### config.mk
export PLATFORM = sky130hd
export DESIGN_NAME = audio_output_scheduler
export DESIGN_NICKNAME = d
export VERILOG_FILES = /design/src/rtl/audio_output_scheduler.sv
export SDC_FILE = /design/constraint.sdc
export NUM_CORES = 1
export LEC_CHECK = 0
export ABC_AREA = 1
export ABC_CLOCK_PERIOD_IN_PS = 1600
export CAP_MARGIN = 0
export CORE_MARGIN = 2
export CORE_UTILIZATION = 34
export DETAILED_ROUTE_END_ITERATION = 6
export GPL_TIMING_DRIVEN = 0
export PLACE_DENSITY_LB_ADDON = 0.2
export SYNTH_ARGS = -nofsm -noshare
export SYNTH_HDL_FRONTEND = slang
export SYNTH_SLANG_ARGS = --single-unit
### constraint.sdc
create_clock -name clk -period 1.6 [get_ports clk]
set_input_delay 0.16 -clock clk [delete_from_list [all_inputs] [get_ports clk]]
set_output_delay 0.16 -clock clk [all_outputs]
set_load 0.01 [all_outputs]
### src/rtl/audio_output_scheduler.sv
// rtl/audio_output_scheduler.sv - shares the codec DAC sample port between drum/synth/demo producers
// Mode changes insert a fixed run of zero-sample slots before the new source is played.
module audio_output_scheduler #(
    parameter int DATA_W       = 24,
    parameter int MUTE_SAMPLES = 256,
    parameter int UND_W        = 8
) (
    input  logic              clk,
    input  logic              rst,
    input  logic              menu,
    input  logic              drum,
    input  logic              synth,
    input  logic              demo,
    input  logic              drum_valid,
    input  logic [DATA_W-1:0] drum_data,
    output logic              drum_pop,
    input  logic              synth_valid,
    input  logic [DATA_W-1:0] synth_data,
    output logic              synth_pop,
    input  logic              demo_valid,
    input  logic [DATA_W-1:0] demo_data,
    output logic              demo_pop,
    input  logic              dac_req,
    output logic              dac_write,
    output logic [DATA_W-1:0] dac_data,
    output logic [1:0]        active_src,
    output logic              muting,
    output logic [UND_W-1:0]  underruns
);

    localparam int CNT_W = (MUTE_SAMPLES > 1) ? $clog2(MUTE_SAMPLES) : 1;
    localparam logic [CNT_W-1:0] MUTE_LAST = CNT_W'(MUTE_SAMPLES - 1);

    localparam logic [1:0] SRC_NONE  = 2'd0;
    localparam logic [1:0] SRC_DRUM  = 2'd1;
    localparam logic [1:0] SRC_SYNTH = 2'd2;
    localparam logic [1:0] SRC_DEMO  = 2'd3;

    typedef enum logic [1:0] {
        ST_SILENT = 2'd0,
        ST_MUTE   = 2'd1,
        ST_PLAY   = 2'd2
    } state_t;

    state_t             r_state;
    logic [1:0]         r_cur_src;
    logic [CNT_W-1:0]   r_mute_cnt;
    logic               r_dac_write;
    logic [DATA_W-1:0]  r_dac_data;
    logic [UND_W-1:0]   r_underruns;

    logic [1:0]         w_sel_src;
    logic               w_change;
    logic               w_src_valid;
    logic [DATA_W-1:0]  w_src_data;
    logic               w_play_req;

    // Menu, no mode, or an ambiguous multi-mode selection all park the output on NONE.
    always_comb begin
        w_sel_src = SRC_NONE;
        if (!menu) begin
            case ({demo, synth, drum})
                3'b001:  w_sel_src = SRC_DRUM;
                3'b010:  w_sel_src = SRC_SYNTH;
                3'b100:  w_sel_src = SRC_DEMO;
                default: w_sel_src = SRC_NONE;
            endcase
        end
    end

    always_comb begin
        w_src_valid = 1'b0;
        w_src_data  = '0;
        case (r_cur_src)
            SRC_DRUM:  begin w_src_valid = drum_valid;  w_src_data = drum_data;  end
            SRC_SYNTH: begin w_src_valid = synth_valid; w_src_data = synth_data; end
            SRC_DEMO:  begin w_src_valid = demo_valid;  w_src_data = demo_data;  end
            default:   begin w_src_valid = 1'b0;        w_src_data = '0;         end
        endcase
    end

    assign w_change   = (w_sel_src != r_cur_src);
    assign w_play_req = dac_req && (r_state == ST_PLAY) && !w_change;

    assign drum_pop   = w_play_req && (r_cur_src == SRC_DRUM)  && drum_valid;
    assign synth_pop  = w_play_req && (r_cur_src == SRC_SYNTH) && synth_valid;
    assign demo_pop   = w_play_req && (r_cur_src == SRC_DEMO)  && demo_valid;

    always_ff @(posedge clk or negedge rst) begin
        if (!rst) begin
            r_state     <= ST_SILENT;
            r_cur_src   <= SRC_NONE;
            r_mute_cnt  <= '0;
            r_dac_write <= 1'b0;
            r_dac_data  <= '0;
            r_underruns <= '0;
        end else begin
            r_dac_write <= dac_req;
            if (w_change) begin
                // The slot coinciding with a change is served silent and is not a mute slot.
                r_cur_src  <= w_sel_src;
                r_mute_cnt <= '0;
                r_state    <= ST_MUTE;
                if (dac_req) r_dac_data <= '0;
            end else if (dac_req) begin
                case (r_state)
                    ST_SILENT: r_dac_data <= '0;
                    ST_MUTE: begin
                        r_dac_data <= '0;
                        if (r_mute_cnt == MUTE_LAST) begin
                            r_mute_cnt <= '0;
                            r_state    <= (r_cur_src != SRC_NONE) ? ST_PLAY : ST_SILENT;
                        end else begin
                            r_mute_cnt <= r_mute_cnt + 1'b1;
                        end
                    end
                    ST_PLAY: begin
                        if (w_src_valid) begin
                            r_dac_data <= w_src_data;
                        end else begin
                            r_dac_data <= '0;
                            if (r_underruns != {UND_W{1'b1}}) r_underruns <= r_underruns + 1'b1;
                        end
                    end
                    default: begin
                        r_state    <= ST_SILENT;
                        r_dac_data <= '0;
                    end
                endcase
            end
        end
    end

    assign dac_write  = r_dac_write;
    assign dac_data   = r_dac_data;
    assign active_src = r_cur_src;
    assign muting     = (r_state == ST_MUTE);
    assign underruns  = r_underruns;

endmodule

# [Word-level counts from Yosys, hierarchy flattened]
# Index checks and enable logic that the tools add are counted.
[totals] reg_bits=45 latch_bits=0 ramBits=0 rom_bits=0 inputBits=82 out_inout_bits=39 word_cells=58 n_memories=0
[classes] addsub=2 multipliers=0 div=0 n_lt_le_gt_ge=0 eq_ne=13 n_shift=0 n_mux=18 bitwise_logic=2 reduce_logical=17
[op_table] operator="2-to-1 mux 24 bit" count=5
[op_table] operator="one-hot mux 24 bit (3 select lines)" count=1
[op_table] operator="2-to-1 mux 8 bit" count=4
[op_table] operator="adder 8 x 1 -> 8 bit, second input constant" count=2
[op_table] operator="2-to-1 mux 2 bit" count=5
[op_table] operator="equality test 8 bit, second input constant" count=1
[op_table] operator="logical AND 1 bit" count=8
[op_table] operator="inequality test 8 bit, second input constant" count=1
[op_table] operator="equality test 2 bit, second input constant" count=3
[op_table] operator="one-hot mux 2 bit (3 select lines)" count=1
[op_table] operator="nonzero test 2 bit" count=3
[op_table] operator="AND reduction 5 bit" count=1
[op_table] operator="equality test 2 x 1 -> 1 bit, second input constant" count=2
[op_table] operator="one-hot mux 2 bit (2 select lines)" count=1
[op_table] operator="equality test 3 x 1 -> 1 bit, second input constant" count=1
[op_table] operator="equality test 3 x 2 -> 1 bit, second input constant" count=1
[op_table] operator="equality test 3 bit, second input constant" count=1
[op_table] operator="inequality test 3 x 1 -> 1 bit, second input constant" count=1
[op_table] operator="one-hot mux 1 bit (3 select lines)" count=1
[op_table] operator="AND reduction 3 bit" count=1
[op_table] operator="logical NOT 2 bit" count=1
[op_table] operator="inequality test 2 x 1 -> 1 bit, second input constant" count=1
[op_table] operator="inequality test 2 bit" count=1
[op_table] operator="NOT 1 bit" count=2
[op_table] operator="3 further kinds" count=3

# [Depth between registers and ports, before layout]
# Gate-level depths: netlist of run 1.
[depth] depth_word=8 mapped_depth=11 depth_no_buf=10

# [Worst setup path before layout of run 1]
# No wires, ideal clock.
[synth_path] kind="reg-to-reg" startpoint="reg r_underruns[0], in the netlist underruns[0]" endpoint="reg r_underruns[2], in the netlist underruns[2]" setup_time_ns=0.118 arrival_time_ns=1.376 required_ns=1.482 setup_slack_ns=0.106 path_stages_with_launch=8 n_path_buf=0 period_less_slack_ns=1.494 cell_sequence="dfrtp_1 > ha_1 > nand2_1 > nor2_1 > a21oi_4 > nand4_4 > nand2_1 > nand2_1"
[synth_via] elab_chain_cells=2 word_cells_on_any_way=3 cone_classes="add/sub (1); eq/ne (1); reduce/logical (1)"
[synth_rtl] element="start, declared" line_no="50" source="logic [UND_W-1:0] r_underruns;"
[synth_rtl] element="start signal, assigned" line_no="122" source="if (r_underruns != {UND_W{1'b1}}) r_underruns <= r_underruns + 1'b1;"
[synth_rtl] element="branches (longest 2 deep; another with adder 8 x 1 -> 8 bit)"
# Several ways; the timed one is not identified.
# A chain may end at the register's enable or synchronous reset.

# [Final worst setup path of run 1]
[layout_path] startpoint="reg r_cur_src[1], in the netlist active_src[1]" endpoint="reg r_underruns[4], in the netlist underruns[4]"
[layout_via] elab_chain_cells=4 word_cells_on_any_way=8 cone_classes="eq/ne (4); mux (1); bitwise (2); reduce/logical (1)"
[layout_rtl] element="start, declared" line_no="46" source="logic [1:0] r_cur_src;"
[layout_rtl] element="start signal, assigned" line_no="101" source="r_cur_src <= w_sel_src;"
[layout_rtl] element="equality test 2 bit or equality test 2 x 1 -> 1 bit (tied branches)" line_no="74" source="case (r_cur_src)"
[layout_rtl] element="one-hot mux 1 bit (3 select lines)" line_no="74"
[layout_rtl] element="NOT 1 bit (no source line)"
[layout_rtl] element="AND reduction 5 bit (no source line) (*)"
# Mark *: on every way between the ends. The rest lies on a longest branch, timed or not.

==> reports/metrics.cfg, run 1 <==
[synth]
synth_area_sq_um = 2760
synth_seq_area_share_pct = 40.7
syn-num-nets = 460
synth.distinct_cells = 28
post_synth.cell_area_avg_sq_um = 7.35
yosysTopAreaCellShare_pct = 40.7
synth_top_cell_by_area = sky130_fd_sc_hd__dfrtp_1
synth.area.top_cells = sky130_fd_sc_hd__dfrtp_1, sky130_fd_sc_hd__nand2_1, sky130_fd_sc_hd__nand3_1, sky130_fd_sc_hd__o21ai_2, sky130_fd_sc_hd__xor2_1
syn-instance-count = 376
synth_seq_cells = 45
yosys_warnings = 0

[drt]
wire_per_inst_um = 13.5
dr.first_iter.drc_count = 78
remaining_number_of_nets_flagged_by_the_antenna_check_after_routing = 0
num_vias = 3000
via_per_inst = 4.73
drtPass1Iterations = 4
detail_route.drc_violations = 0
totalWireLength_mm = 8.57

[setup_path]
worstReg2RegEnd = underruns[4]
cp.arrival_ps = 1820
type_of_the_worst_setup_path = reg -> reg
timing.critical_path.to = underruns[4]
reg2reg_from = active_src[1]
setup.reg_to_reg.worst_slack_ps = -30
reg2regPathDepth = 9
timing.critical_path.from_type = register
cp_data_required_time_ps = 1790
type_of_destination_of_the_critical_path = register
cp-startpoint = active_src[1]
crit_path_max_fanout = 8

[layout]
syn_to_final_growth_pct = 63.0
layout.nets = 615
antenna-diode-count = 0
drive_above_1_share_pct = 20.1

[job]
cap_viol_max_count = 0

[timing]
rsz0062_at_grt = true
timing_worst_slew_pin_value_ps = 523
finalMaxSlewViolations = 0
final_hold_fails = 0
final.min_clock_period_ps = 1630
finalSetupViolations = 9
min_period_over_period_pct = 102
max_slew_headroom_pct = 65.1
final.setup.tns_ps = -154
postLayoutSetupSlackWorst_ps = -27.4
holdWs_ps = 367
finClkSkew_ps = 1.22
fmax_ghz = 0.614

[power_and_ir_drop]
power_switching_share_pct = 26.9
design_power_total_mw = 2.42
cellInternalPower_mw = 1.77
power_density_nw_per_um2 = 536
clock_power_share_pct = 28.2
p_leak_nw = 2.05
sequentialPowerShare_pct = 48.0
ir_drop_mv = 0.309
switching_power_mw = 0.649
p_comb_share_pct = 23.8

[global_route]
grt.overflow.total = 0
antenna_found_initial = 0
grt_usage_pct = 19.8
first_global_vias = 2868
grt_pass1_wl_mm = 13.6
grt_max_degree = 26

[placement]
portBuffers = 120
dpl.hpwl_mm = 6.46
gp_routability_congestion = 0.782

[floorplanning]
design.die.area_sq_um = 8870
io-pin-count = 121
chipHeight_um = 94.2
initial_utilization_pct = 35.4
rows = 32
coreArea_sq_um = 7810
die_x_um = 94.2

[worst_hold_path]
hp-class = in -> async

[cts]
clk_transition_reported_paths_ps = 80
clock_tree_from_tritoncts = yes
cts_root_buffer = sky130_fd_sc_hd__clkbuf_8
clock_sinks = 45
htreeDepth = 2
clock_path_buffers = 2
clk_latency_ps = 290
tritoncts_buffers = 5

[status]
status = finished, violations left
violations_in_the_final_reports = setup timing

-- sequential cells by signal (all words and copies together), names as in the netlist --
name / count
active_src: 2
dac_data: 24
dac_write: 1
r_mute_cnt: 8
r_state: 2
underruns: 8
-- metal layers --
layer	vias to the layer above	share of wire [%]	global-route usage, %
li1	1515	-	-
met1	1376	40	23.1
met2	100	50	34.3
met3	9	9.0	7.14
met4	0	1.4	4.95
met5	-	0	0
-- final cells by class --
type                       count  area (sq um)
tap                          102           128
clock buffer                   6          72.6
buffer                        13          86.3
inverter                      27           109
clock inverter                 2          10.0
fill                         725          3300
multi-input combinational    290          1530
timing repair buffer         149          1440
sequential                    45          1130
-- cells in the mapped netlist --
library cell and count:
sky130_fd_sc_hd__nand2_1 161, sky130_fd_sc_hd__nor2_2 3, sky130_fd_sc_hd__inv_2 7, sky130_fd_sc_hd__buf_6 2, sky130_fd_sc_hd__nand3_4 1, sky130_fd_sc_hd__dfrtp_1 45, sky130_fd_sc_hd__nand4_1 12, sky130_fd_sc_hd__a21oi_1 1
sky130_fd_sc_hd__nor2_4 3, sky130_fd_sc_hd__buf_4 2, sky130_fd_sc_hd__o21ai_0 9, sky130_fd_sc_hd__nand3_1 42, sky130_fd_sc_hd__o21ai_1 3, sky130_fd_sc_hd__o21ai_2 18, sky130_fd_sc_hd__nor3_1 2, sky130_fd_sc_hd__inv_1 20
sky130_fd_sc_hd__buf_2 8, sky130_fd_sc_hd__o221ai_1 1, sky130_fd_sc_hd__clkbuf_1 2, sky130_fd_sc_hd__nand3b_1 1, sky130_fd_sc_hd__nand2_2 4, sky130_fd_sc_hd__nand4_4 1, sky130_fd_sc_hd__nor4_2 1, sky130_fd_sc_hd__nor2_1 14
sky130_fd_sc_hd__a21oi_4 1, sky130_fd_sc_hd__ha_1 2, sky130_fd_sc_hd__nand2_4 1, sky130_fd_sc_hd__xor2_1 9
-- per-stage QoR --
step / setup WS, ps / util, % / instance area (sq um) / instances
after floorplan: 106 / - / 2760 / 376
after global placement: -919 / 52.4 / 4090 / 598
after detailed placement: -868 / 52.6 / 4110 / 599
after CTS: -90.1 / 55.0 / 4290 / 617
after global routing: -95.1 / 57.7 / 4500 / 634
final: -27.4 / 57.7 / 4500 / 634
-- logic make-up (layout without fill, tap and decap cells) --
group,count (synthesis),after routing,share of synthesized area [%]
adders and majority gates,2,2,0.905
DFF,45,45,40.7
buffers and inverters,41,197,6.75
and+or+nand+nor,246,246,39.8
xor gates and xnor gates,9,9,2.85
AOI/OAI and AO/OA,33,33,8.96
-- power by group through the flow --
stage,Clock (mW),Combinational (mW),Sequential [mW]
after floorplan,0,0.196,1.18
after global placement,0,0.487,1.18
after detailed placement,0,0.497,1.18
after CTS,0.700,0.525,1.16
after global routing,0.740,0.628,1.16
final,0.681,0.574,1.16
-- critical path, stage by stage (launching register included) --
cell,delay [ps]
sky130_fd_sc_hd__dfrtp_2,450
sky130_fd_sc_hd__buf_6,140
sky130_fd_sc_hd__nand2_4,70
sky130_fd_sc_hd__clkinv_4,70
sky130_fd_sc_hd__nand2_4,80
sky130_fd_sc_hd__nand3_4,120
sky130_fd_sc_hd__a21oi_4,180
sky130_fd_sc_hd__nand4_4,220
sky130_fd_sc_hd__nand2_1,120
sky130_fd_sc_hd__nand2_1,50
-- layout by cell type (no fill, tap or decap), drive strengths merged --
cell type / count
nand3b: 1
nand3: 43
buf: 43
nor4: 1
nor2: 20
nor3: 2
clkinv: 3
inv: 26
dlygate4sd3: 1
clkdlybuf4s50: 112
clkbuf: 8
a21oi: 2
nand4: 13
ha: 2
nand2: 166
dfrtp: 45
o21ai: 30
dlymetal6s2s: 1
o221ai: 1
xor2: 9
dlygate4sd2: 3
-- what timing repair did --
action / CTS / global route
setup buffers: 9 / 18
pin swaps: 8 / 17
resized for setup: 28 / 24
endpoints found under the setup margin: 18 / 40
cloned: 0 / 0
hold buffers: 1 / 0
endpoints found under the hold margin: 20 / 0
-- worst min-delay path by stage --
| stage | endpoint | slack (ps) | depth (start not counted) |
|---|---|---|---|
| final | r_mute_cnt[6] | 370 | 2 |
| after global routing | dac_write | 400 | 1 |
| after CTS | active_src[1] | 320 | 4 |
| after detailed placement | r_mute_cnt[6] | 160 | 1 |
| after global placement | dac_data[18] | 470 | 2 |
| after floorplan | active_src[0] | -140 | 0 |
Power figures use the tool's default switching activity.
==> run 2, diff against run 1 <==
CORE_UTILIZATION = 44   (was 34)
CTS_BUF_LIST = sky130_fd_sc_hd__clkbuf_4   (was not set)
==> run 2 against run 1 <==
Effect of this change: the flow still finishes with violations (setup timing); global-route usage increased by 4.9 points; maximum frequency is 3.4% lower; die area decreased by 22%; design area fell by 1.7%; via count up 7.4%; sequential power about the same; critical path type is now reg -> out; largest cell class is now buffers; highest routed layer unchanged.
==> reports/metrics.cfg, run 2 (synthesis results as in run 1) <==
[drt]
totalWireLength_mm = 9.03
remaining_number_of_nets_flagged_by_the_antenna_check_after_routing = 0
drtPass1Iterations = 5
num_vias = 3223
via_per_inst = 5.30
wire_per_inst_um = 14.8
dr.first_iter.drc_count = 285
detail_route.drc_violations = 0

[timing]
final_hold_fails = 0
final.min_clock_period_ps = 1680
postLayoutSetupSlackWorst_ps = -83.8
max_slew_headroom_pct = 68.9
fmax_ghz = 0.594
timing_worst_slew_pin_value_ps = 467
finClkSkew_ps = 11.0
finalMaxSlewViolations = 0
finalSetupViolations = 12
rsz0062_at_grt = true
min_period_over_period_pct = 105

[setup_path]
worstReg2RegEnd = underruns[6]
reg2regPathDepth = 9
crit_path_max_fanout = 5
cp_data_required_time_ps = 1440
setup.reg_to_reg.worst_slack_ps = -30
timing.critical_path.from_type = register
cp.arrival_ps = 1520
type_of_the_worst_setup_path = reg -> out
type_of_destination_of_the_critical_path = output pin
reg2reg_from = active_src[1]

[layout]
largest_register_ff_count = 24
layout.nets = 616
drive_above_1_share_pct = 20.1
most_frequent_standard_cell_in_the_layout_excluding_fill_and_tap_cells = sky130_fd_sc_hd__nand2_1
fin_cells = 608
antenna-diode-count = 0
layout_common_cells = sky130_fd_sc_hd__nand2_1, sky130_fd_sc_hd__clkdlybuf4s50_1, sky130_fd_sc_hd__dfrtp_1
syn_to_final_growth_pct = 60.3

[worst_hold_path]
hp-class = in -> reg
whs_endpoint = active_src[0]
hold_path_depth = 4
timing.hold.worst.start = demo

[cts]
clock_sinks = 45
clock_path_buffers = 2
clk_latency_ps = 360
clk_transition_reported_paths_ps = 140
clock_tree_from_tritoncts = yes
cts_root_buffer = sky130_fd_sc_hd__clkbuf_4
htreeDepth = 2
tritoncts_buffers = 5

[power_and_ir_drop]
ir_drop_mv = 0.337
design_power_total_mw = 2.30
power_density_nw_per_um2 = 519
p_leak_nw = 2.05

[global_route]
grt_pass1_wl_mm = 14.0
antenna_found_initial = 0
first_global_vias = 2979
grt_usage_pct = 24.7
grt_max_degree = 28
grt.overflow.total = 0

[placement]
place_ws_ps = -875
dpl.hpwl_mm = 6.19
portBuffers = 120
post-place-cells = 572
gp_routability_congestion = 0.857

[job]
cap_viol_max_count = 0

[floorplanning]
io-pin-count = 121
design.die.area_sq_um = 6930
coreArea_sq_um = 5990
initial_utilization_pct = 46.1
die_x_um = 83.3
chipHeight_um = 83.3
rows = 28

[status]
status = finished, violations left
violations_in_the_final_reports = setup timing

==> run 2: changes by cell type in the layout (fill, tap and decap cells not counted), moves of 2 or more <==
cell,delta
sky130_fd_sc_hd__buf_4,+5
sky130_fd_sc_hd__buf_6,-4
sky130_fd_sc_hd__clkbuf_4,+6
sky130_fd_sc_hd__clkbuf_8,-5
sky130_fd_sc_hd__nor2_1,+3
sky130_fd_sc_hd__nor2_4,-2
==> run 2: where the power goes <==
group	total, mW	switching, mW	internal (mW)
combinational	0.583	0.265	0.318
clock	0.553	0.386	0.166
sequential	1.17	0.0159	1.15
==> run 2: through the flow <==
step / util, % / cell area (sq um) / setup TNS [ps] / hold slack [ps]
2_1_floorplan: - / 2760 / 0 / -136
3_3_place_gp: 67.8 / 4060 / -48390 / 466
3_5_place_dp: 68.0 / 4070 / -10790 / 135
4_1_cts: 71.8 / 4300 / -247 / 259
5_1_grt: 73.9 / 4430 / -1770 / 184
6_report: 73.9 / 4430 / -415 / 172
==> run 2: worst max-delay path by stage <==
stage	cells after the start	startpoint	to	slack, ps
after floorplan	7	underruns[0]	underruns[2]	110
after detailed placement	10	synth	drum_pop	-880
after global routing	7	active_src[1]	drum_pop	-170
after global placement	1	rst	dac_data[9]	-890
after CTS	8	active_src[0]	drum_pop	-90
final	7	active_src[1]	demo_pop	-80
==> run 2: final cells by class <==
type                    instances  area, sq um
inverters                      27          106
fillers                       456         1560
clock inverters                 3         17.5
well taps                      75         93.8
repair buffers                150         1430
plain buffers                  13         98.8
clock buffers                   5         37.5
multi-input cells             290         1520
flip-flops and latches         45         1130
==> run 2: timing repair <==
item / 4_1_cts / 5_1_grt
hold buffers: 1 / 0
endpoints found under the setup margin: 40 / 44
resized for setup: 24 / 29
buffers inserted: 21 / 7
pin swaps: 12 / 12
endpoints found under the hold margin: 18 / 0
==> run 2: layer usage <==
layer  up-vias  global-route usage (%)  wire (um)
met1      1491                    29.2       3390
met2       185                    43.3       4480
li1       1518                       -          -
met4         0                    5.51        211
met5         -                       0          0
met3        29                    8.45        946
==> run 2: worst max-delay path, stage by stage, from the launching register on <==
cell and delay, ps:
sky130_fd_sc_hd__dfrtp_2 450, sky130_fd_sc_hd__inv_4 60, sky130_fd_sc_hd__nand4_1 90, sky130_fd_sc_hd__nand2_2 90, sky130_fd_sc_hd__nor2_4 150, sky130_fd_sc_hd__nand2_4 90
sky130_fd_sc_hd__nor2_1 100, sky130_fd_sc_hd__buf_2 130
